==> config.mk <==
export PLATFORM = sky130hd
export DESIGN_NAME = pipelined_logic_unit
export DESIGN_NICKNAME = d
export VERILOG_FILES = /design/src/rtl/lu_pkg.sv /design/src/rtl/lu_pipe_stage.sv /design/src/rtl/pipelined_logic_unit.sv
export SDC_FILE = /design/constraint.sdc
export NUM_CORES = 1
export LEC_CHECK = 0
export ABC_AREA = 1
export BUFFER_PORTS_ARGS = -buffer_cell sky130_fd_sc_hd__buf_2
export CAP_MARGIN = 20
export CORE_MARGIN = 2
export CORE_UTILIZATION = 42
export DETAILED_ROUTE_END_ITERATION = 16
export GPL_TIMING_DRIVEN = 0
export HOLD_SLACK_MARGIN = 0.15
export MAX_ROUTING_LAYER = met4
export SYNTH_ARGS = -nofsm -noshare
export SYNTH_HDL_FRONTEND = slang
export SYNTH_HIERARCHICAL = 1
export SYNTH_SLANG_ARGS = --single-unit
export TNS_END_PERCENT = 5
==> constraint.sdc <==
create_clock -name clk -period 2.63 [get_ports clk]
set_input_delay 0.263 -clock clk [delete_from_list [all_inputs] [get_ports clk]]
set_output_delay 0.263 -clock clk [all_outputs]
set_load 0.05 [all_outputs]
==> src/rtl/lu_pkg.sv <==
// Shared definitions for the pipelined logic unit: operation codes,
// parameter limits and the saturating result counter ceiling.
// Contents: lu_op_t, OP_COUNT_MAX, LU_*_STAGES/WIDTH limits, sat_inc().
package lu_pkg;

  // Bitwise operation selector carried on the op port.
  typedef enum logic [2:0] {
    OP_AND   = 3'b000,
    OP_OR    = 3'b001,
    OP_XOR   = 3'b010,
    OP_NOR   = 3'b011,
    OP_XNOR  = 3'b100,
    OP_ANDN  = 3'b101,  // A & ~B
    OP_PASSA = 3'b110,
    OP_NOTA  = 3'b111
  } lu_op_t;

  // Completed-result counter stops here instead of wrapping.
  localparam logic [15:0] OP_COUNT_MAX = 16'hFFFF;

  // Elaboration limits for the unit's parameters.
  localparam int LU_MIN_STAGES = 1;
  localparam int LU_MAX_STAGES = 4;
  localparam int LU_MIN_WIDTH  = 8;
  localparam int LU_MAX_WIDTH  = 128;

  // Saturating increment for the 16-bit result counter.
  function automatic logic [15:0] sat_inc(input logic [15:0] cnt);
    return (cnt == OP_COUNT_MAX) ? cnt : cnt + 16'd1;
  endfunction

endpackage

==> src/rtl/lu_pipe_stage.sv <==
// One valid/ready pipeline register holding DW data bits.
// Latency: 1 cycle; loads when empty or when its contents leave this cycle.
// Backpressure: holds contents and valid while out_ready is low.
// Ports: clk, reset (async, active-high); in_valid/in_data from upstream;
//        out_ready from downstream; out_valid/out_data to downstream.
module lu_pipe_stage #(
  parameter int DW = 66
) (
  input  logic          clk,
  input  logic          reset,
  input  logic          in_valid,
  input  logic [DW-1:0] in_data,
  input  logic          out_ready,
  output logic          out_valid,
  output logic [DW-1:0] out_data
);

  logic can_load;
  logic load;

  // Room exists if empty, or if the current occupant is leaving this cycle.
  assign can_load = !out_valid || out_ready;
  assign load     = in_valid && can_load;

  always_ff @(posedge clk or posedge reset) begin
    if (reset) begin
      out_valid <= 1'b0;
      out_data  <= '0;
    end else if (load) begin
      out_valid <= 1'b1;
      out_data  <= in_data;
    end else if (out_ready) begin
      out_valid <= 1'b0;
    end
  end

endmodule

==> src/rtl/pipelined_logic_unit.sv <==
// Bitwise logic unit with an elastic valid/ready pipeline of STAGES registers.
// Latency: STAGES cycles from acceptance to out_valid when out_ready is held.
// Backpressure: out_ready low stalls the pipe; in_ready drops only when every stage is full.
// Ports: clk, reset (async, active-high); in_valid/in_ready, op, A, B on the input side;
//        out_valid/out_ready, out, zero, negative on the output side; op_count (saturating).
module pipelined_logic_unit
  import lu_pkg::*;
#(
  parameter int WIDTH  = 64,
  parameter int STAGES = 2
) (
  input  logic             clk,
  input  logic             reset,
  input  logic             in_valid,
  output logic             in_ready,
  input  lu_op_t           op,
  input  logic [WIDTH-1:0] A,
  input  logic [WIDTH-1:0] B,
  output logic             out_valid,
  input  logic             out_ready,
  output logic [WIDTH-1:0] out,
  output logic             zero,
  output logic             negative,
  output logic [15:0]      op_count
);

  // Each stage carries {negative, zero, result}.
  localparam int DW = WIDTH + 2;

  if (STAGES < LU_MIN_STAGES || STAGES > LU_MAX_STAGES) begin : g_bad_stages
    $fatal(1, "pipelined_logic_unit: STAGES must be in 1..4");
  end

  if (WIDTH < LU_MIN_WIDTH || WIDTH > LU_MAX_WIDTH) begin : g_bad_width
    $fatal(1, "pipelined_logic_unit: WIDTH must be in 8..128");
  end

  logic [WIDTH-1:0]  result;
  logic [DW-1:0]     head_dat;
  logic [STAGES-1:0] stage_vld;
  logic [STAGES-1:0] stage_rdy;
  logic [DW-1:0]     stage_dat [STAGES];

  // ---------------------------------------------------------------------------
  // Stage-1 compute: all bits in parallel, no carries.
  // ---------------------------------------------------------------------------
  always_comb begin
    result = '0;
    unique case (op)
      OP_AND:   result = A & B;
      OP_OR:    result = A | B;
      OP_XOR:   result = A ^ B;
      OP_NOR:   result = ~(A | B);
      OP_XNOR:  result = ~(A ^ B);
      OP_ANDN:  result = A & ~B;
      OP_PASSA: result = A;
      OP_NOTA:  result = ~A;
      default:  result = '0;
    endcase
  end

  // Flags are taken from the exact value that gets registered and travel in
  // the same register, so they can never be out of step with out. Keeping
  // them registered (rather than decoding out) also lets reset force zero=0
  // while out reads 0.
  assign head_dat = {result[WIDTH-1], (result == '0), result};

  // ---------------------------------------------------------------------------
  // Ready chain. Stage k may load if it or any stage downstream of it has a
  // hole, or the output is being taken. Built from the valid bits directly so
  // there is no combinational path from one stage's ready into another's.
  // ---------------------------------------------------------------------------
  always_comb begin
    logic room;
    room      = out_ready;
    stage_rdy = '0;
    for (int k = STAGES - 1; k >= 0; k--) begin
      room         = room || !stage_vld[k];
      stage_rdy[k] = room;
    end
  end

  assign in_ready = stage_rdy[0];

  // ---------------------------------------------------------------------------
  // Pipeline registers.
  // ---------------------------------------------------------------------------
  for (genvar k = 0; k < STAGES; k++) begin : g_stage
    logic          vin;
    logic [DW-1:0] din;
    logic          down_rdy;

    if (k == 0) begin : g_head
      assign vin = in_valid;
      assign din = head_dat;
    end else begin : g_body
      assign vin = stage_vld[k-1];
      assign din = stage_dat[k-1];
    end

    if (k == STAGES - 1) begin : g_tail
      assign down_rdy = out_ready;
    end else begin : g_mid
      assign down_rdy = stage_rdy[k+1];
    end

    lu_pipe_stage #(
      .DW(DW)
    ) u_stage (
      .clk      (clk),
      .reset    (reset),
      .in_valid (vin),
      .in_data  (din),
      .out_ready(down_rdy),
      .out_valid(stage_vld[k]),
      .out_data (stage_dat[k])
    );
  end

  assign out_valid = stage_vld[STAGES-1];
  assign out       = stage_dat[STAGES-1][WIDTH-1:0];
  assign zero      = stage_dat[STAGES-1][WIDTH];
  assign negative  = stage_dat[STAGES-1][WIDTH+1];

  // ---------------------------------------------------------------------------
  // Completed-result counter, sticks at its maximum.
  // ---------------------------------------------------------------------------
  always_ff @(posedge clk or posedge reset) begin
    if (reset) begin
      op_count <= '0;
    end else if (out_valid && out_ready) begin
      op_count <= sat_inc(op_count);
    end
  end

endmodule

# Word-level counts from Yosys, hierarchy flattened
# Cells that the tools add are included.
# W data, S select, Z words.
# word_totals
latch_bits,0
memories,0
rom_bits,0
out_inout_bits,84
ramBits,0
reg_bits,150
in_bits,135
# classes
div,0
n_addsub,1
order_cmp,0
n_reduce_logical,12
n_mux,5
n_shift,0
eq_ne,8
multipliers,0
n_bitwise,9
# ops
op,count
$pmux W64 S8,1
$not A64 Y64,4
$and A64 B64 Y64,2
$logic_not A64 Y1,1
$or A64 B64 Y64,1
$xor A64 B64 Y64,1
$add A16 B1 Y16 const B,1
$eq A16 B16 Y1 const B,1
$eq A3 B3 Y1 const B,4
$eq A3 B2 Y1 const B,2
$mux W1,4
$reduce_bool A2 Y1,2
$eq A3 B1 Y1 const B,1
$logic_and A1 B1 Y1,3
$logic_not A3 Y1,1
$logic_not A1 Y1,2
$logic_or A1 B1 Y1,2
$reduce_and A2 Y1,1
$not A1 Y1,1

# Logic depth before layout (Yosys ltp)
# Gate-level depths: netlist of the first run.
# logic_depth
ltp_word,5
mapped_depth,18
mapped_depth_nobuf,16

# By module
# Netlist of the first run, hierarchy kept.
# modules_own_cells
module,seq_area_each_um2,cells_per_inst,n_inst,area_per_inst_um2
pipelined_logic_unit,400.4,1649,1,7713.6
lu_pipe_stage,1676.6,291,2,2635.0

# Least setup slack after synthesis of the first run
# Ideal clock, no wire load.
# synth_timing
path_type,reg2reg
from,register op_count[0]
to,register op_count[2]
path_slack_ns,0.536
t_arrival_ns,1.948
period_less_slack_ns,2.094
path_stages_with_launch,9
t_required_ns,2.484
path_cell_list,dfrtp_1 > ha_1 > inv_1 > nor4_1 > nand4_1 > nand2_1 > buf_2 > nor2_1 > xor2_1
# synth_between
elab_chain_len,3
word_cells_on_any_way,4
# synth_rtl
element,line,text
"start, declared",pipelined_logic_unit.sv:24,output logic [15:0] op_count
"start signal, assigned",pipelined_logic_unit.sv:132,op_count <= sat_inc(op_count);
"parallel branches: the longest is 3 deep, another holds $add A16 B1 Y16",--,
# Parallel ways; which one is timed is not known.
# A chain may end at the register's enable or synchronous reset.

# Worst setup path after layout of the first run
# layout_timing
from,input port op[2]
to,register g_stage[0].u_stage.out_data[64]
# layout_between
elab_chain_len,3
word_cells_on_any_way,10
# layout_rtl
element,line,text
"start, declared",pipelined_logic_unit.sv:16,"input lu_op_t op,"
$eq A3 B3 Y1 (tied with other cells),pipelined_logic_unit.sv:49,unique case (op)
$pmux W64 S8 *,pipelined_logic_unit.sv:49,
$logic_not A64 Y1 *,pipelined_logic_unit.sv:66,"assign head_dat = {result[WIDTH-1], (result == '0), result};"
named net g_stage[0].din[64],pipelined_logic_unit.sv:90,logic [DW-1:0] din;
"end signal, assigned",lu_pipe_stage.sv:31,out_data <= in_data;
"end, declared",lu_pipe_stage.sv:15,output logic [DW-1:0] out_data
# The timed path passes the listed nets; every way through them passes the cells marked *.

==> results of run 1 <==
-- how the worst max path moves through the flow --
stage / end / cells after the start / slack (ns)
after floorplan: op_count[2]$_DFFE_PP0P_ / 8 / 0.54
after global placement: g_stage[0].u_stage/out_data[37]$_DFFE_PP0P_ / 2 / -0.25
after detailed placement: g_stage[0].u_stage/out_data[64]$_DFFE_PP0P_ / 15 / -0.21
after CTS: g_stage[0].u_stage/out_data[64]$_DFFE_PP0P_ / 15 / 0.23
after global routing: g_stage[0].u_stage/out_data[64]$_DFFE_PP0P_ / 15 / 0.08
final: g_stage[0].u_stage/out_data[64]$_DFFE_PP0P_ / 15 / 0.21
-- tightest hold or removal path, cell delays in order --
cell and delay, ns:
buf_2 0.12, buf_2 0.18, nand3_1 0.09, nand2_1 0.05
-- timing repair --
action                                 in CTS  in global routing
setup endpoints to repair                   0                  0
hold buffers                                1                  0
endpoints found under the hold margin     150                  0
-- synthesized netlist by cell type (2+ instances only) --
cell type and count:
clkbuf_1 40, nand3_2 3, o21ai_1 3, nand2_1 920
buf_1 9, ha_1 65, clkinv_1 5, a21oi_1 2
nand4_1 56, nor2_1 230, nand3_1 193, inv_2 4
xnor2_1 4, buf_2 56, o21ai_0 32, inv_1 345
nand3b_1 39, nor3_1 49, dfrtp_1 150, nand2_2 2
xor2_1 10, buf_4 12
-- through the flow --
stage	hold WS, ns	power (mW)	utilization [%]	TNS [ns]
2_1_floorplan	0.177	5.95	-	0
3_3_place_gp	0.388	7.10	47.7	-31.06
3_5_place_dp	0.435	7.15	47.8	-0.215
4_1_cts	0.298	9.55	49.7	0
5_1_grt	0.326	10.1	49.7	0
6_report	0.318	9.49	49.7	0
-- power breakdown --
group / switching (mW) / internal [mW]
registers: 0.355 / 2.84
logic: 2.93 / 0.990
clock network: 0.970 / 1.40
-- metal layers --
layer / share of wire [%] / GRT usage (%) / vias up
met3: 6.7 / 3.04 / 70
met5: 0 / - / -
met1: 45 / 39.5 / 6457
met2: 46 / 46.7 / 554
li1: - / - / 7254
met4: 2.6 / 8.26 / 0
-- area by class of cell --
| cell class | count | area, um^2 |
|---|---|---|
| Fill cell | 3291 | 15300 |
| Multi-Input combinational cell | 1610 | 7350 |
| Sequential cell | 150 | 3750 |
| Inverter | 354 | 1330 |
| Timing Repair Buffer | 218 | 1100 |
| Buffer | 117 | 554 |
| Tap cell | 396 | 495 |
| Clock buffer | 18 | 429 |
| Clock inverter | 14 | 151 |
| Antenna cell | 1 | 2.50 |
-- sequential cells by signal, summed over array words and instances, names as in the netlist --
signal                     count
g_stage.u_stage/out_data     132
g_stage.u_stage/out_valid      2
op_count                      16
-- logic make-up (layout without fill, tap and decap cells) --
group / Yosys count / in the layout / share of synthesized area (%)
other cells: 0 / 1 / 0
simple gates: 1494 / 1494 / 48.0
buf+inv: 471 / 721 / 14.5
xor+xnor: 14 / 14 / 0.944
compound gates: 37 / 37 / 1.43
fa+ha+maj: 65 / 65 / 6.26
flops: 150 / 150 / 28.9
==> flow_metrics.py, run 1 <==
metrics = {
    "synthesis": {
        "yosysUniqueCellTypes": 24,
        "yosys_register_bits": 150,
        "synth_top_area_share_pct": 28.9,
        "synth_top_area_cell": "dfrtp_1",
        "ys_seq_area_share_pct": 28.9,
        "syn_inst": 2231,
        "yosys_warnings": 6,
        "ys.flop_type": "dfrtp_1",
        "avgSynthCellArea_um2": 5.82,
        "synth_nets": 2431,
        "synthArstFlopShare_pct": 100,
        "synth-edff-count": 0,
        "syn_area_um2": 13000,
        "synth.area.top_cells": "dfrtp_1, nand2_1, inv_1",
    },
    "setup_path": {
        "crit_path_frequent_cell": "nand2_1",
        "path_cells": "buf_2 > buf_2 > nand2_1 > nand3_2 > buf_2 > nor3_1 > nor2_1 > nand2_1 > nor2_1 > nand2_1 > nor2_1 > nand2_1 > nor2_1 > nand3_1 > nand2_1",
        "cp_num_buf_inv": 3,
        "worstRegToRegCells": 8,
        "timing.rr.start": "op_count[0]$_DFFE_PP0P_",
        "reg2reg_slack_ns": 0.64,
        "start_kind": "input pin",
        "crit_arrival_ns": 2.78,
        "worstPathRequired_ns": 2.99,
        "worstSetupPathType": "in -> reg",
        "cpMaxStageDelayCell": "nor2_1",
        "slowest_delay_ns": 0.55,
        "crit_family": "simple AND/OR/NAND/NOR gates",
        "reg2reg_to": "op_count[2]$_DFFE_PP0P_",
        "cp_max_fo": 10,
        "startpoint": "op[2]",
        "end_kind": "flip-flop",
    },
    "clock_tree": {
        "clockBufferDepth": 2,
        "h-tree-depth": 4,
        "cts_tree": "built",
        "cts_resized": 0,
        "post-cts-setup-buffers": 0,
        "path_clk_slew_ns": 0.06,
        "cts_sinks": 150,
        "cts_buffers": 17,
        "cts_root_buf": "clkbuf_16",
        "worstSkewPairLatency_ns": 0.42,
    },
    "finish": {
        "layoutNonFillerInstCount": 2878,
        "drive_gt1_share_pct": 13.2,
        "fin_area_um2": 15200,
        "area_growth_pct": 16.8,
        "final_common_cell": "nand2_1",
        "fin_nets": 2668,
        "mostFrequentLayoutCells": "nand2_1, inv_1, buf_2",
    },
    "detailed_routing": {
        "ant_nets": 0,
        "vias": 14300,
        "drtPass1Iterations": 5,
        "wire_per_inst_um": 16.1,
        "drc": 0,
        "drtIter0Drc": 1134,
        "viasPerCell": 4.98,
        "wirelength_mm": 46.2,
    },
    "die": {
        "die-width_um": 180,
        "row_count": 64,
        "initial_utilization_pct": 42.6,
        "core_area_um2": 30500,
        "dieArea_um2": 32300,
        "io_pins": 219,
        "chipHeight_um": 180,
    },
    "timing": {
        "slew_violations": 0,
        "fin_crit_ns": 2.42,
        "max-slew-margin-rel_pct": 43.8,
        "worst_slack_ns": 0.213,
        "final-hold-violation-count": 0,
        "finClkSkew_ns": 0.00854,
        "fin_crit_sh_pct": 91.9,
        "rsz0062_at_grt": "no",
        "setup_viol_count_final": 0,
        "max_clock_freq_mhz": 414,
        "worst_pin_slew_ns": 0.843,
    },
    "hold_path": {
        "hp-start": "in_valid",
        "hold_path_class": "in -> reg",
        "hold_depth": 4,
        "hold_path_end": "g_stage[0].u_stage/out_data[26]$_DFFE_PP0P_",
    },
    "grt": {
        "overflow": 0,
        "grt_pass1_vias": 13300,
        "antenna_found_initial": 1,
        "grt_pass1_wl_mm": 73.2,
        "grt_use_total_pct": 29.3,
        "grt_max_degree": 68,
    },
    "placed_design": {
        "hpwl_mm": 36.5,
        "numPortBuffers": 217,
        "dp_cells": 2844,
        "dpl_cell_area_um2": 14600,
        "pre_cts_ws_ns": -0.215,
        "gp_congestion": 0.971,
    },
    "status": {
        "status": "finished, final reports clean",
    },
    "power_and_ir_drop": {
        "power_density_nw_per_um2": 626,
        "ir_drop_mv": 0.404,
        "p_leak_nw": 9.49,
    },
    "job": {
        "max_cap_viol_count": 0,
    },
}
(Power assumes the default switching activity.)
==> run 2, diff against run 1 <==
Settings changed: CTS_CLUSTER_DIAMETER set to 150, SYNTH_HIERARCHICAL 1 to not set.
==> run 2 against run 1 <==
Sequential cell count down 2; clock skew is 0.0023 ns higher; sequential power down 4%; fmax up 17%; wire length fell by 13%; power down 1.9%; first-iteration DRC count is 6.6% lower; sequential share of layout area up 2.3 points; largest cell class unchanged.
==> flow_metrics.py, run 2 <==
metrics = {
    "clock_tree": {
        "worstSkewPairLatency_ns": 0.42,
        "path_clk_slew_ns": 0.07,
        "post-cts-setup-buffers": 0,
        "h-tree-depth": 4,
        "cts_tree": "built",
        "cts_sinks": 148,
        "cts_resized": 0,
        "cts_root_buf": "clkbuf_16",
        "cts_buffers": 17,
        "clockBufferDepth": 2,
    },
    "die": {
        "die-width_um": 169,
        "dieArea_um2": 28600,
        "core_area_um2": 26900,
        "chipHeight_um": 169,
        "io_pins": 219,
        "row_count": 60,
        "initial_utilization_pct": 42.6,
    },
    "synthesis": {
        "ys.flop_type": "dfrtp_1",
        "synth_nets": 1966,
        "yosys_register_bits": 148,
        "syn_inst": 1766,
        "yosysMostFrequentCell": "nand2_1",
        "synth_top_area_cell": "dfrtp_1",
        "synth_top_area_share_pct": 32.3,
        "synthArstFlopShare_pct": 100,
        "syn_area_um2": 11500,
        "yosysUniqueCellTypes": 28,
        "yosys_warnings": 0,
        "ys_seq_area_share_pct": 32.3,
        "synth.area.top_cells": "dfrtp_1, nand2_1, inv_1",
        "avgSynthCellArea_um2": 6.49,
        "synth-edff-count": 0,
        "post_synth_most_frequent_cells": "nand2_1, inv_1, o21ai_0",
    },
    "finish": {
        "top_register": "g_stage.u_stage.out_data",
        "largest_reg_flops": 130,
        "fin_nets": 2207,
        "reg.largest.list": "g_stage.u_stage.out_data: 130 flops, op_count: 16 flops, g_stage.u_stage.out_valid: 2 flops",
        "area_growth_pct": 19.4,
        "mostFrequentLayoutCells": "nand2_1, buf_2, inv_1",
        "multi_input_area_um2": 6210,
        "drive_gt1_share_pct": 16.3,
        "seq_area_um2": 3700,
        "n_fill_cell": 2777,
        "final_util_pct": 50.9,
        "final_common_cell": "nand2_1",
    },
    "timing": {
        "worst_pin_slew_ns": 0.641,
        "fin_tns_setup_ns": 0,
        "finClkSkew_ns": 0.0108,
        "final-hold-violation-count": 0,
        "slew_violations": 0,
        "worst_slack_ns": 0.566,
        "setup_viol_count_final": 0,
        "fin_crit_ns": 2.06,
        "fin_crit_sh_pct": 78.5,
        "rsz0062_at_grt": "no",
        "max_clock_freq_mhz": 484,
        "max-slew-margin-rel_pct": 57.3,
    },
    "setup_path": {
        "worstPathRequired_ns": 2.96,
        "crit_path_frequent_cell": "buf_2",
        "cpMaxStageDelayCell": "dlygate4sd3_1",
        "cp.depth": 11,
        "path_cells": "dlygate4sd3_1 > buf_2 > inv_1 > nand3_1 > nand2_1 > inv_1 > buf_2 > buf_2 > buf_1 > nand2_1 > o21ai_0",
        "worstRegToRegCells": 8,
        "crit_family": "buffers and inverters",
        "crit_arrival_ns": 2.40,
        "slowest_delay_ns": 0.52,
        "worstSetupPathType": "in -> reg",
        "cp_num_buf_inv": 7,
        "start_kind": "input pin",
        "end_kind": "flip-flop",
        "cp_max_fo": 10,
    },
    "grt": {
        "grt_use_total_pct": 29.1,
        "overflow": 0,
        "antenna_found_initial": 4,
        "grt_max_degree": 43,
        "grt_pass1_wl_mm": 63.2,
        "grt_pass1_vias": 11800,
    },
    "detailed_routing": {
        "drtPass1Iterations": 5,
        "wire_per_inst_um": 17.1,
        "ant_nets": 0,
        "drc": 0,
        "wirelength_mm": 40.4,
        "drtIter0Drc": 1059,
        "viasPerCell": 5.29,
        "vias": 12500,
    },
    "status": {
        "status": "finished, final reports clean",
    },
    "hold_path": {
        "hold_path_class": "in -> reg",
        "hold_depth": 5,
    },
    "placed_design": {
        "numPortBuffers": 215,
        "gp_congestion": 0.966,
        "hpwl_mm": 31.5,
        "pre_cts_ws_ns": 0.273,
    },
    "power_and_ir_drop": {
        "ir_drop_mv": 0.421,
        "power_density_nw_per_um2": 681,
        "p_leak_nw": 7.25,
        "power.total_mw": 9.31,
    },
    "job": {
        "max_cap_viol_count": 0,
    },
}
-- run 2: cell types whose count changed in the layout (fill, tap and decap cells not counted), moves of 49 or more --
cell / change
nand3_1: -57
a21oi_1: +122
nand2_1: -508
o21ai_0: +155
inv_1: -81
nor2_1: -49
-- run 2: final timing paths --
check | startpoint | to | slack [ns]
min in group asynchronous | reset | g_stage[1].u_stage.out_data[14]$_DFFE_PP0P_ | 0.39
min reg2reg | g_stage[1].u_stage.out_data[29]$_DFFE_PP0P_ | g_stage[1].u_stage.out_data[29]$_DFFE_PP0P_ | 0.48
min | A[14] | g_stage[0].u_stage.out_data[14]$_DFFE_PP0P_ | 0.27
max | out_ready | g_stage[0].u_stage.out_data[25]$_DFFE_PP0P_ | 0.57
max in group asynchronous | reset | g_stage[0].u_stage.out_data[38]$_DFFE_PP0P_ | 1.45
max reg2reg | g_stage[1].u_stage.out_valid$_DFFE_PP0P_ | g_stage[0].u_stage.out_data[25]$_DFFE_PP0P_ | 0.63
-- run 2: cell type report --
type | count | share of cell area, %
multi-input cells | 1244 | 45.4
clock inverters | 12 | 1.05
clock buffers | 19 | 3.24
well taps | 341 | 3.12
plain buffers | 107 | 3.87
flip-flops and latches | 148 | 27.1
diodes | 4 | 0.0732
inverters | 267 | 7.39
repair buffers | 222 | 8.73
-- run 2: repair_timing --
item | CTS | global route
endpoints found under the hold margin | 16 | 0
setup endpoints to repair | 0 | 0
hold buffers | 3 | 0
-- run 2: cells by family (layout without fill, tap and decap cells) --
logic type                 after synthesis  after routing  synth area share (%)
and+or+nand+nor                        845            845                  31.9
buffers and inverters                  374            627                  13.4
AOI/OAI and AO/OA                      317            317                  13.9
DFF                                    148            148                  32.3
adders and majority gates               65             65                  7.10
xor gates and xnor gates                15             15                  1.15
muxes                                    2              2                 0.197
other                                    0              4                     0
-- run 2: tightest hold or removal path: stages --
cell and delay [ns]:
buf_2 0.10, a21oi_1 0.07, nand3_1 0.09, nand2_1 0.05, o21ai_0 0.08
-- run 2: metal layers --
layer	routed length [um]	track usage, %
met5	0	-
met4	1610	10.9
met3	2890	4.03
met2	17500	44.3
met1	18400	39.7
-- run 2: power by group --
group	internal, mW	total, mW	switching, mW
Sequential	2.82	3.08	0.263
Combinational	0.919	3.78	2.86
Clock	1.44	2.44	1.00
-- run 2: through the flow --
stage	area (um^2)	hold slack (ns)	instances
floorplan	11500	0.409	1766
global placement	13000	0.462	2322
detailed placement	13000	0.286	2326
CTS	13700	0.260	2360
global route	13700	0.313	2364
finish	13700	0.270	2364
==> run 3, diff against run 2 <==
Settings changed: PLACE_DENSITY set to 0.66.
Clock period 2.63 ns to 1.75 ns, I/O delays scaled along.
==> run 3 against run 2 <==
The run now ends with negative setup slack left; sequential share of layout area shrank 0.43 points; sequential power up 51%; worst hold slack got worse by 0.083 ns; via count grew 0.90%; sequential cell count stayed put; die area did not move; critical endpoint is now g_stage[0].u_stage.out_data[64]$_DFFE_PP0P_; largest power group unchanged.
==> flow_metrics.py, run 3 (synthesis results as in run 2) <==
metrics = {
    "hold_path": {
        "hold_depth": 5,
        "hp-start": "A[25]",
        "hold_path_class": "in -> reg",
        "hold_path_end": "g_stage[0].u_stage.out_data[25]$_DFFE_PP0P_",
    },
    "grt": {
        "grt_max_degree": 44,
        "grt_pass1_vias": 11800,
        "overflow": 0,
        "antenna_found_initial": 5,
        "grt_use_total_pct": 28.8,
        "grt_pass1_wl_mm": 62.6,
    },
    "finish": {
        "drive_gt1_share_pct": 18.4,
        "area_growth_pct": 21.3,
        "reg.largest.list": "g_stage.u_stage.out_data: 130 flops, op_count: 16 flops, g_stage.u_stage.out_valid: 2 flops",
        "largest_reg_flops": 130,
        "top_register": "g_stage.u_stage.out_data",
        "fin_area_um2": 13900,
        "mostFrequentLayoutCells": "nand2_1, inv_1, buf_2",
        "fin_nets": 2213,
        "layoutNonFillerInstCount": 2372,
        "final_common_cell": "nand2_1",
        "final_util_pct": 51.7,
    },
    "detailed_routing": {
        "wirelength_mm": 40.0,
        "viasPerCell": 5.32,
        "ant_nets": 0,
        "wire_per_inst_um": 16.9,
        "vias": 12600,
        "drtIter0Drc": 1136,
        "drtPass1Iterations": 5,
        "drc": 0,
    },
    "setup_path": {
        "crit_arrival_ns": 2.16,
        "worstSetupPathType": "in -> reg",
        "cp_max_fo": 10,
        "slowest_delay_ns": 0.28,
        "startpoint": "op[2]",
        "reg2reg_to": "op_count[12]$_DFFE_PP0P_",
        "timing.rr.start": "op_count[1]$_DFFE_PP0P_",
        "reg2reg_slack_ns": 0,
        "crit_path_frequent_cell": "nand2_1",
        "worstPathRequired_ns": 2.10,
        "worstRegToRegCells": 10,
        "cpMaxStageDelayCell": "clkbuf_4",
        "start_kind": "input pin",
        "path_cells": "buf_6 > inv_4 > nand2_2 > nand2_1 > nor2_1 > clkbuf_4 > o21ai_0 > nand2_1 > nand2_1 > nor2_1 > nand2_1 > nor2_1 > nand2_1 > nor2_1 > nand2_1 > nand2_1",
        "end_kind": "flip-flop",
    },
    "status": {
        "status": "complete, but fails checks",
        "violations": "negative setup slack",
    },
    "clock_tree": {
        "cts_root_buf": "clkbuf_16",
        "path_clk_slew_ns": 0.07,
        "cts_sinks": 148,
        "h-tree-depth": 4,
        "cts_buffers": 17,
        "worstSkewPairLatency_ns": 0.42,
        "clockBufferDepth": 2,
        "cts_tree": "built",
    },
    "power_and_ir_drop": {
        "ir_drop_mv": 0.632,
        "p_leak_nw": 7.38,
        "power_density_nw_per_um2": 1010,
    },
    "die": {
        "die-width_um": 169,
        "dieArea_um2": 28600,
        "io_pins": 219,
        "row_count": 60,
        "chipHeight_um": 169,
        "initial_utilization_pct": 42.6,
        "core_area_um2": 26900,
    },
    "timing": {
        "fin_crit_ns": 1.80,
        "final-hold-violation-count": 0,
        "slew_violations": 0,
        "max-slew-margin-rel_pct": 41.1,
        "rsz0062_at_grt": "yes",
        "worst_pin_slew_ns": 0.881,
        "finClkSkew_ns": 0.0119,
        "fin_tns_setup_ns": -0.0538,
        "fin_crit_sh_pct": 103,
        "max_clock_freq_mhz": 554,
        "setup_viol_count_final": 2,
        "worst_slack_ns": -0.0535,
    },
    "job": {
        "max_cap_viol_count": 0,
    },
    "placed_design": {
        "dp_cells": 2325,
        "gp_congestion": 0.970,
        "hpwl_mm": 31.1,
        "dpl_cell_area_um2": 13000,
        "numPortBuffers": 215,
    },
}
==> run 3: cell count changes in the layout (fill, tap and decap cells not counted), moves of 3 or more <==
cell      before  now
clkbuf_2       0   14
buf_2        263  258
nand2_1      412  409
nand3_2        3   11
nand3_1      136  126
buf_1         10    7
nor2_1       181  178
buf_4         12   17
clkinv_8       0    5
inv_8          1    5
clkbuf_1      35   20
clkbuf_4       0    7
nor2_4         0    5
==> run 3: per-stage QoR <==
step / total power [mW] / hold slack (ns) / setup WS (ns)
4_1_cts: 14.0 / 0.166 / -0.0389
5_1_grt: 14.9 / 0.211 / -0.114
3_3_place_gp: 10.2 / 0.464 / -1.19
2_1_floorplan: 8.63 / 0.321 / -0.347
6_report: 14.0 / 0.187 / -0.0535
3_5_place_dp: 10.3 / 0.390 / -0.511
==> run 3: where the power goes <==
| part | internal [mW] | switching (mW) |
|---|---|---|
| Combinational | 1.43 | 4.34 |
| Sequential | 4.24 | 0.419 |
| Clock | 1.93 | 1.67 |
| Total | 7.60 | 6.43 |
==> run 3: layout make-up <==
class                   instances  area, um^2
diodes                          5        12.5
plain buffers                 107         571
clock buffers                  17         425
clock inverters                15         179
fillers                      2745       13000
inverters                     267        1010
multi-input cells            1244        6340
flip-flops and latches        148        3700
well taps                     341         427
repair buffers                228        1230
==> run 3: how the worst max path moves through the flow <==
stage	depth (start not counted)	endpoint	slack, ns
finish	16	g_stage[0].u_stage.out_data[64]$_DFFE_PP0P_	-0.05
CTS	10	op_count[12]$_DFFE_PP0P_	-0.04
detailed placement	13	g_stage[0].u_stage.out_data[64]$_DFFE_PP0P_	-0.51
floorplan	7	g_stage[0].u_stage.out_data[1]$_DFFE_PP0P_	-0.35
global route	10	op_count[12]$_DFFE_PP0P_	-0.11
global placement	2	g_stage[0].u_stage.out_data[37]$_DFFE_PP0P_	-1.19
==> run 3: layer usage <==
| layer | vias to the layer above | track usage (%) | wire (um) |
|---|---|---|---|
| li1 | 6218 | - | - |
| met1 | 5815 | 38.4 | 17400 |
| met2 | 512 | 43.9 | 17800 |
| met3 | 74 | 4.90 | 3280 |
| met4 | 0 | 11.1 | 1590 |
| met5 | - | - | 0 |
==> run 3: what timing repair did <==
item / CTS / global route
resized for setup: 12 / 54
hold buffers: 5 / 0
setup buffers: 0 / 5
endpoints found under the hold margin: 40 / 0
setup endpoints to repair: 41 / 101
pin swaps: 1 / 5
==> run 3: worst max-delay path, delay by kind of cell <==
kind,cells,cell delay [ns]
simple gates,12,1.37
buf+inv,3,0.48
compound gates,1,0.12
